$ cat config.mk
export PLATFORM = sky130hd
export DESIGN_NAME = seq_gen_param_flat
export DESIGN_NICKNAME = d
export VERILOG_FILES = /design/src/rtl/seq_gen_param_pkg.sv /design/src/rtl/seq_gen_param_if.sv /design/src/rtl/seq_gen_param_table.sv /design/src/rtl/seq_gen_param.sv /design/src/flat_wrapper.sv
export SDC_FILE = /design/constraint.sdc
export NUM_CORES = 1
export LEC_CHECK = 0
export BUFFER_PORTS_ARGS = -buffer_cell sky130_fd_sc_hd__clkbuf_2
export CAP_MARGIN = 20
export CORE_MARGIN = 2
export CORE_UTILIZATION = 30
export CTS_CLUSTER_DIAMETER = 60
export DETAILED_ROUTE_END_ITERATION = 16
export GPL_TIMING_DRIVEN = 0
export PLACE_DENSITY = 0.48
export SYNTH_ARGS = -nofsm -noshare
export SYNTH_HDL_FRONTEND = slang
export SYNTH_SLANG_ARGS = --single-unit
$ cat constraint.sdc
create_clock -name clk -period 7.1 [get_ports clk]
set_input_delay 1.065 -clock clk [delete_from_list [all_inputs] [get_ports clk]]
set_output_delay 1.065 -clock clk [all_outputs]
set_load 0.02 [all_outputs]
$ cat src/rtl/seq_gen_param_pkg.sv
// Shared types and helpers for the parametrised sequence generator.
package seq_gen_pkg;

  typedef enum logic [1:0] {
    ST_IDLE = 2'd0,
    ST_RUN  = 2'd1,
    ST_DONE = 2'd2
  } state_e;

  localparam int DFLT_N = 8;

  // Power-on table contents; entries past the first eight read as zero.
  function automatic logic [7:0] dflt_word(input int i);
    case (i)
      0:       return 8'hAF;
      1:       return 8'hBC;
      2:       return 8'hE2;
      3:       return 8'h78;
      4:       return 8'hFF;
      5:       return 8'hE2;
      6:       return 8'h0B;
      7:       return 8'h8D;
      default: return 8'h00;
    endcase
  endfunction

  // A zero or oversize length means "play the whole table".
  function automatic int clamp_len(input int cfg, input int depth);
    return (cfg <= 0 || cfg > depth) ? depth : cfg;
  endfunction

endpackage

$ cat src/rtl/seq_gen_param_if.sv
// Valid/ready word stream between the generator and its consumer.
interface seq_gen_param_if #(parameter int DATA_W = 8);
  logic [DATA_W-1:0] data;
  logic              data_valid;
  logic              data_ready;

  modport master (output data, output data_valid, input data_ready);
  modport slave  (input data, input data_valid, output data_ready);
endinterface

$ cat src/rtl/seq_gen_param_table.sv
// Sequence table: register file that resets to the package defaults.
module seq_table import seq_gen_pkg::*; #(
  parameter int DATA_W = 8,
  parameter int DEPTH  = 8,
  parameter int ADDR_W = $clog2(DEPTH)
) (
  input  logic              clk,
  input  logic              rst_n,
  input  logic              we,
  input  logic [ADDR_W-1:0] waddr,
  input  logic [DATA_W-1:0] wdata,
  input  logic [ADDR_W-1:0] raddr,
  output logic [DATA_W-1:0] rdata
);
  logic [DEPTH-1:0][DATA_W-1:0] mem_q;

  always_ff @(posedge clk or negedge rst_n) begin
    if (!rst_n) begin
      for (int i = 0; i < DEPTH; i++) mem_q[i] <= DATA_W'(dflt_word(i));
    end else begin
      for (int i = 0; i < DEPTH; i++)
        if (we && waddr == ADDR_W'(i)) mem_q[i] <= wdata;
    end
  end

  assign rdata = mem_q[raddr];
endmodule

$ cat src/rtl/seq_gen_param.sv
// Replays the programmable table as a valid/ready stream, one-shot or looped.
module seq_gen_param import seq_gen_pkg::*; #(
  parameter int DATA_W = 8,
  parameter int DEPTH  = 8,
  parameter int ADDR_W = $clog2(DEPTH),
  parameter int LEN_W  = $clog2(DEPTH+1)
) (
  input  logic              clk,
  input  logic              reset_n,
  input  logic              start,
  input  logic              stop,
  input  logic              enable,
  input  logic              loop_mode,
  input  logic [LEN_W-1:0]  len_cfg,
  input  logic              wr_en,
  input  logic [ADDR_W-1:0] wr_addr,
  input  logic [DATA_W-1:0] wr_data,
  seq_gen_param_if.master   st,
  output logic              busy,
  output logic              done,
  output logic              wrap,
  output logic              wr_err
);
  state_e            state_q, state_d;
  logic [ADDR_W-1:0] idx_q, idx_d;
  logic [LEN_W-1:0]  len_q, len_d;
  logic              loop_q, loop_d;
  logic [DATA_W-1:0] data_q, data_d;
  logic              dv_q, dv_d;
  logic              wrap_q, wrap_d;
  logic              werr_q, werr_d;

  logic              xfer, last, addr_ok, tbl_we;
  logic [ADDR_W-1:0] nxt_idx, rd_addr;
  logic [DATA_W-1:0] rd_data;

  assign xfer    = dv_q && st.data_ready;
  assign last    = LEN_W'(idx_q) == len_q - LEN_W'(1);
  assign nxt_idx = last ? '0 : idx_q + ADDR_W'(1);
  // A presented word always reads ahead to the index it will advance to.
  assign rd_addr = dv_q ? nxt_idx : idx_q;
  assign addr_ok = int'(wr_addr) < DEPTH;
  assign tbl_we  = wr_en && addr_ok && state_q == ST_IDLE;

  seq_table #(.DATA_W(DATA_W), .DEPTH(DEPTH), .ADDR_W(ADDR_W)) u_tbl (
    .clk   (clk),
    .rst_n (reset_n),
    .we    (tbl_we),
    .waddr (wr_addr),
    .wdata (wr_data),
    .raddr (rd_addr),
    .rdata (rd_data)
  );

  always_comb begin
    state_d = state_q;
    idx_d   = idx_q;
    len_d   = len_q;
    loop_d  = loop_q;
    data_d  = data_q;
    dv_d    = dv_q;
    wrap_d  = 1'b0;
    werr_d  = wr_en && !tbl_we;
    case (state_q)
      ST_IDLE: if (start) begin
        state_d = ST_RUN;
        idx_d   = '0;
        loop_d  = loop_mode;
        len_d   = LEN_W'(clamp_len(int'(len_cfg), DEPTH));
        dv_d    = 1'b0;
      end
      ST_RUN: begin
        if (stop) begin
          dv_d    = 1'b0;
          state_d = ST_IDLE;
        end else if (xfer && last && !loop_q) begin
          dv_d    = 1'b0;
          state_d = ST_DONE;
        end else if (xfer || !dv_q) begin
          if (xfer) begin
            idx_d  = nxt_idx;
            wrap_d = last;
          end
          dv_d = enable;
          if (enable) data_d = rd_data;
        end
      end
      ST_DONE: state_d = ST_IDLE;
      default: state_d = ST_IDLE;
    endcase
  end

  always_ff @(posedge clk or negedge reset_n) begin
    if (!reset_n) begin
      state_q <= ST_IDLE;
      idx_q   <= '0;
      len_q   <= '0;
      loop_q  <= 1'b0;
      data_q  <= '0;
      dv_q    <= 1'b0;
      wrap_q  <= 1'b0;
      werr_q  <= 1'b0;
    end else begin
      state_q <= state_d;
      idx_q   <= idx_d;
      len_q   <= len_d;
      loop_q  <= loop_d;
      data_q  <= data_d;
      dv_q    <= dv_d;
      wrap_q  <= wrap_d;
      werr_q  <= werr_d;
    end
  end

  assign st.data       = data_q;
  assign st.data_valid = dv_q;
  assign busy          = state_q == ST_RUN;
  assign done          = state_q == ST_DONE;
  assign wrap          = wrap_q;
  assign wr_err        = werr_q;
endmodule

$ cat src/flat_wrapper.sv
// flat-port wrapper written by rule: the top's interface ports become plain ports
module seq_gen_param_flat import seq_gen_pkg::*;
#(
  parameter int DATA_W = 8,
  parameter int DEPTH  = 8,
  parameter int ADDR_W = $clog2(DEPTH),
  parameter int LEN_W  = $clog2(DEPTH+1)
)
  (clk, reset_n, start, stop, enable, loop_mode, len_cfg, wr_en, wr_addr, wr_data, busy, done, wrap, wr_err, st_data, st_data_valid, st_data_ready);
  seq_gen_param_if #(.DATA_W(DATA_W)) st_i ();
  input  logic clk;
  input  logic reset_n;
  input  logic start;
  input  logic stop;
  input  logic enable;
  input  logic loop_mode;
  input  logic [LEN_W-1:0] len_cfg;
  input  logic wr_en;
  input  logic [ADDR_W-1:0] wr_addr;
  input  logic [DATA_W-1:0] wr_data;
  output logic busy;
  output logic done;
  output logic wrap;
  output logic wr_err;
  output wire logic [$bits(st_i.data)-1:0] st_data;
  output wire logic [$bits(st_i.data_valid)-1:0] st_data_valid;
  input wire logic [$bits(st_i.data_ready)-1:0] st_data_ready;
  assign st_data = st_i.data;
  assign st_data_valid = st_i.data_valid;
  assign st_i.data_ready = st_data_ready;
  seq_gen_param #(.DATA_W(DATA_W), .DEPTH(DEPTH), .ADDR_W(ADDR_W), .LEN_W(LEN_W)) u_core (.clk(clk), .reset_n(reset_n), .start(start), .stop(stop), .enable(enable), .loop_mode(loop_mode), .len_cfg(len_cfg), .wr_en(wr_en), .wr_addr(wr_addr), .wr_data(wr_data), .st(st_i), .busy(busy), .done(done), .wrap(wrap), .wr_err(wr_err));
endmodule
=== Word level (Yosys, flattened, before mapping) ===
Index checks and enable logic that the tools add are counted.

* Register bits after elaboration: 85
* Input bits: 23
* Logic and storage cells: 91
* Output and inout port bits: 13

* $add $sub $neg: 2
* Reduce and logical (&&, ||, !) cells: 26
* $lt $le $gt $ge: 3
* Equality and inequality tests: 17
* Bitwise logic cells: 2
* Muxes and demuxes: 25

{| class="wikitable"
|+ Operator list
! operator !! count
|-
| 8-bit binary-select mux with 3-bit select || 1
|-
| 3-bit two-way mux || 7
|-
| 1-bit logical AND || 13
|-
| 3-bit equality test, second input constant || 4
|-
| 1-bit two-way mux || 9
|-
| 8-bit two-way mux || 1
|-
| 3-bit by 2-bit equality test with 1-bit output, second input constant || 2
|-
| 2-bit two-way mux || 3
|-
| 2-bit inequality test, second input constant || 3
|-
| 3-bit one-hot mux with 2 select lines || 1
|-
| 6-bit AND reduction || 1
|-
| 5-bit AND reduction || 1
|-
| 3-bit by 4-bit equality test with 1-bit output || 1
|-
| 4-bit > comparator, second input constant || 1
|-
| 4-bit by 1-bit less-or-equal comparator with 1-bit output, second input constant || 1
|-
| 3-bit by 4-bit less-than comparator with 1-bit output, second input constant || 1
|-
| 4-bit two-way mux || 1
|-
| 2-bit by 1-bit inequality test with 1-bit output, second input constant || 2
|-
| 4-bit by 2-bit inequality test with 1-bit output, second input constant || 1
|-
| 2-bit one-hot mux with 2 select lines || 1
|-
| 2-bit AND reduction || 2
|-
| 4-bit by 1-bit subtractor with 4-bit output, second input constant || 1
|-
| 3-bit by 1-bit adder with 3-bit output, second input constant || 1
|-
| 3-bit by 1-bit equality test with 1-bit output, second input constant || 1
|-
| other kinds (11) || 15
|}

=== Depth between registers and ports, before layout ===
* Depth after elaboration: 8
* Gate-level depth with buffers: 11

=== By module ===
From an unflattened synthesis, not the netlist that was laid out.

* Cell total of the unflattened synthesis: 274
* Area, all modules: 4146.5 um^2

{| class="wikitable"
|+ Modules (own cells, without submodules)
! module !! cells each !! times used !! area each (um^2)
|-
| seq_table || 172 || 1 || 3040.4
|-
| seq_gen_param || 102 || 1 || 1106.1
|}

=== Least setup slack after synthesis ===
No wires, ideal clock.

* Kind: register -> register
* From: register u_core.len_q[0]
* To: register u_core.data_q[7], in the netlist u_core.st.data[7]
* Slack: 4757 ps
* Period minus slack after synthesis: 2343 ps
* Stages on the path, launching flop included: 10
* Data arrival time: 2220 ps
* Data required time: 6977 ps
* Cell sequence: dfrtp_1 -> buf_2 -> inv_1 -> ha_1 -> xnor2_1 -> a211o_1 -> o41ai_4 -> nor2_2 -> buf_6 -> o221a_1

* Word-level cells in the longest chain between the ends: 6
* Elaborated cells between the ends (all ways): 10
* Those cells by class: add/sub (1); eq/ne (1); mux (4); bitwise (1); reduce/logical (3)

{| class="wikitable"
|+ Ends and longest elaborated chain
! what !! RTL line !! source
|-
| start: declaration || seq_gen_param.sv:26 || <nowiki>logic [LEN_W-1:0] len_q, len_d;</nowiki>
|-
| start signal: assignment || seq_gen_param.sv:106 || <nowiki>len_q <= len_d;</nowiki>
|-
| 4-bit by 1-bit subtractor with 4-bit output * || seq_gen_param.sv:38 || <nowiki>assign last = LEN_W'(idx_q) == len_q - LEN_W'(1);</nowiki>
|-
| 3-bit by 4-bit equality test with 1-bit output * || seq_gen_param.sv:38 ||
|-
| 3-bit two-way mux / 1-bit logical AND (equally long branches) || seq_gen_param.sv:39, seq_gen_param.sv:76 ||
|-
| 3-bit two-way mux / 1-bit logical AND (equally long branches) || seq_gen_param.sv:41, seq_gen_param.sv:76 ||
|-
| 8-bit binary-select mux with 3-bit select / 1-bit NOT (equally long branches) || -- ||
|-
| 8-bit two-way mux (implied by the code) / 5-bit AND reduction (equally long branches) || -- ||
|-
| end signal: assignment || seq_gen_param.sv:108 || <nowiki>data_q <= data_d;</nowiki>
|-
| end: declaration || seq_gen_param.sv:28 || <nowiki>logic [DATA_W-1:0] data_q, data_d;</nowiki>
|}

Mark *: on every way between the ends. The rest lies on a longest branch, timed or not. The select of a mux whose other input is x is not followed.
A chain may end at the register's enable or synchronous reset.

=== Worst setup path after layout ===
* From: register u_core.idx_q[0]
* To: register u_core.data_q[0], in the netlist u_core.st.data[0]

* Word-level cells in the longest chain between the ends: 5
* Elaborated cells between the ends (all ways): 10
* Those cells by class: add/sub (1); eq/ne (1); mux (4); bitwise (1); reduce/logical (3)

{| class="wikitable"
|+ Ends and longest elaborated chain
! what !! RTL line !! source
|-
| start: declaration || seq_gen_param.sv:25 || <nowiki>logic [ADDR_W-1:0] idx_q, idx_d;</nowiki>
|-
| start signal: assignment || seq_gen_param.sv:105 || <nowiki>idx_q <= idx_d;</nowiki>
|-
| 3-bit by 1-bit adder with 3-bit output / 3-bit by 4-bit equality test with 1-bit output (equally long branches) || seq_gen_param.sv:39, seq_gen_param.sv:38 ||
|-
| 3-bit two-way mux / 1-bit logical AND (equally long branches) || seq_gen_param.sv:39, seq_gen_param.sv:76 ||
|-
| 3-bit two-way mux / 1-bit logical AND (equally long branches) || seq_gen_param.sv:41, seq_gen_param.sv:76 ||
|-
| 8-bit binary-select mux with 3-bit select / 1-bit NOT (equally long branches) || -- ||
|-
| 8-bit two-way mux (implied by the code) / 5-bit AND reduction (equally long branches) || -- ||
|}

Parallel ways exist; a longest one is shown, timed or not. The select of a mux whose other input is x is not followed.

==> reports/results.tsv <==
stage	metric	value	unit
cts	total CTS buffers	9	
floorplanning	initial core utilization	0.3041	
critical_path	Worst Path Buf+Inv	2	
sta	PnR worst setup slack	4.000	ns
placement	pre-CTS WS	4.057	ns
sta	final slew viol count	0	
power	worst vdd ir	0.1480	mV
yosys	area share of the largest cell type after synthesis	0.2357	
outcome	status	finished clean	
finish	layout cells sized above 1	0.3415	
min_path	Hold Path End	u_core.u_tbl.mem_q[57]	
detailed_routing	DR vias	4135	
detailed_routing	DRT iter0 DRCs	281	
finish	Core Util, Final	0.3519	
sta	final hold violation count	0	
critical_path	slowest library cell on the worst path	clkbuf_1	
power	Power Density	370.9	mW/mm^2
sta	period utilisation layout	0.4366	
critical_path	FF-to-FF path depth	9	
global_route	gr usage total	0.1848	
sta	RSZ-0062 raised after global routing	no	
critical_path	peak per-stage delay on the critical path	0.60	ns
yosys	leading area contributor after synthesis	dfrtp_1	
critical_path	crit path DAT	3.38	ns
global_route	antenna violations before repair	0	
floorplanning	io pins	36	
placement	IO buf count	35	
global_route	largest net degree at the start of global routing	45	
power	switching share of total power	0.3889	
critical_path	RR Endpoint	u_core.st.data[0]	
floorplanning	cell row count	47	
global_route	first-pass GRT wire length	24920	um
critical_path	crit path launch type	register	
power	power share of the clock group	0.235	
critical_path	Crit. End Element	register	
sta	setup violators final	0	
floorplanning	Die Wd	133.0	um
cts	CTS sink count	85	
min_path	WHS Path Cells	1	
cts	Post-CTS Repair Setup Buffers	0	
sta	Worst-Margin Slew	1.080	ns
power	Comb pwr share	0.385	
detailed_routing	via/cell ratio	5.513	
run	max cap viols	0	
power	final total power	2.142	mW
cts	CTS tree	done	
cts	CTS Hold Bufs	0	
critical_path	Worst Path Required	7.38	ns
floorplanning	Die ar.	0.01768	mm^2
cts	Root Buffer	clkbuf_16	
finish	P&R area growth vs syn	15.72	%
critical_path	Cell Chain, Critical Path	ha_1 -> clkbuf_1 -> nand2_1 -> a21boi_0 -> o32ai_2 -> clkbuf_1 -> nand2_1 -> o211ai_1 -> o221a_1	
cts	clock-pin slew on the worst setup and hold paths	0.07	ns
critical_path	CP delay by family, top	buffers and inverters	
global_route	gr ovfl total	0	
floorplanning	core footprint	0.01641	mm^2
yosys	Avg Inst Size Synth	10.44	um^2
power	P_sw	833.0	uW
detailed_routing	routed len/inst	21.00	um
detailed_routing	post-route ant nets	0	
yosys	top cells by count, synth	mux2_2, nand2_1, a21oi_1, dfrtp_1, dfstp_2	
critical_path	r2r setup slk	4.00	ns
sta	min Tclk post-route	3.100	ns
detailed_routing	TritonRoute pass-1 iters	5	
yosys	Syn Std Cell Area	0.004990	mm^2
min_path	Worst Hold Class	reg -> reg	
finish	# diodes	0	
cts	post_cts resized	0	
global_route	number of global-route vias before repair	4316	
yosys	number of synthesized flops with an enable pin	0	
power	leak pwr	2.198	nW
critical_path	Crit Path Max Fanout	10	
yosys	ranking of synthesized cells by area	dfrtp_1, dfstp_2, mux2_2	
yosys	post-synthesis register bit count	85	
floorplanning	Die H	133.0	um
detailed_routing	drt drc	0	
detailed_routing	Routed WL	15750	um
cts	worst skew pair latency	0.35	ns
sta	Clock Skew	0.01210	ns
yosys	fraction of registers with async set/reset	1.000	
placement	RD Place Congestion	0.8271	
yosys	most used flip-flop cell after synthesis	dfrtp_1	
sta	slew margin rel.	0.2782	
yosys	sequential share of the synthesized area	0.4358	
cts	maximum clock path buffer count	2	
yosys	post-synth cell types	51	
power	Seq pwr share	0.381	
yosys	top-count cell post-synth	mux2_2	
power	Int Power	1.309	mW
cts	H-tree depth	3	
sta	setup_tns	0	ns
yosys	synth warn	0	
finish	fin nets	550	
yosys	synthesized instance count	478	
sta	Max Clk Rate	322.6	MHz
critical_path	FF-to-FF Start	u_core.idx_q[0]	
yosys	syn_nets	503	
min_path	HP Start	u_core.u_tbl.mem_q[57]	
critical_path	worst setup path category	reg -> reg	
placement	Post-DP HPWL	10830	um
[cells by family after synthesis]
| family | count (synthesis) | synth area share |
|---|---|---|
| simple gates | 130 | 0.1244 |
| compound gates | 125 | 0.1780 |
| mux | 97 | 0.2111 |
| flops | 85 | 0.4358 |
| buf+inv | 31 | 0.02833 |
| xor+xnor | 8 | 0.01730 |
| fa+ha+maj | 2 | 0.005014 |
[placed cells by master (no fill, tap or decap), types with 11 or more instances in the layout]
cell type / count
mux2_2: 66
nand2_1: 52
a21oi_1: 50
dfrtp_1: 47
dfstp_2: 38
clkbuf_2: 34
mux2i_1: 31
nand3_1: 25
nor2_1: 17
clkbuf_1: 14
buf_2: 11
[layout make-up]
type	instances	area (um^2)
multi-input combinational	362	2674
sequential	85	2175
clock inverter	4	55.05
inverter	4	15.01
clock buffer	12	256.5
fill	1668	10630
buffer	27	126.4
tap	220	275.3
timing repair buffer	36	197.7
[how the worst max path moves through the flow]
stage	startpoint	endpoint	slack, ns	depth (start not counted)
after floorplan	u_core.len_q[0]	u_core.st.data[7]	4.76	9
after global placement	reset_n	u_core.len_q[1]	4.01	1
after detailed placement	u_core.idx_q[0]	u_core.st.data[0]	4.06	9
after CTS	u_core.idx_q[0]	u_core.st.data[0]	4.06	9
after global routing	u_core.idx_q[0]	u_core.st.data[5]	3.85	9
final	u_core.idx_q[0]	u_core.st.data[0]	4.00	9
[registers in the layout, summed over array words and instances, names as in the netlist]
signal and cells:
u_core.len_q 4, u_core.u_tbl.mem_q 64, u_core.st.data_valid 1, u_core.wrap 1, u_core.loop_q 1, u_core.state_q 2
u_core.wr_err 1, u_core.idx_q 3, u_core.st.data 8
[through the flow]
stage                     std cells  instance area [um^2]  hold slack [ns]
final                           750                  5774           0.5096
after floorplan                 478                  4990           0.4793
after detailed placement        734                  5463           0.4954
after CTS                       750                  5774           0.5119
after global routing            750                  5774           0.5283
after global placement          733                  5440           0.4884
[power by group through the flow]
stage | clock network [mW] | logic [mW] | registers [mW]
after floorplan | 0 | 0.562 | 0.804
after global routing | 0.536 | 0.900 | 0.837
after detailed placement | 0 | 0.816 | 0.819
final | 0.502 | 0.824 | 0.816
after CTS | 0.512 | 0.819 | 0.813
after global placement | 0 | 0.802 | 0.813
[routing by layer]
layer / part of all wire / vias to the layer above / GRT usage / wire, um
li1: - / 1889 / - / -
met3: 0.055 / 24 / 0.03487 / 869
met2: 0.47 / 146 / 0.2939 / 7381
met1: 0.45 / 2076 / 0.2474 / 7091
met4: 0.026 / 0 / 0.07646 / 409
met5: 0 / - / 0 / 0
(Power assumes the default switching activity.)
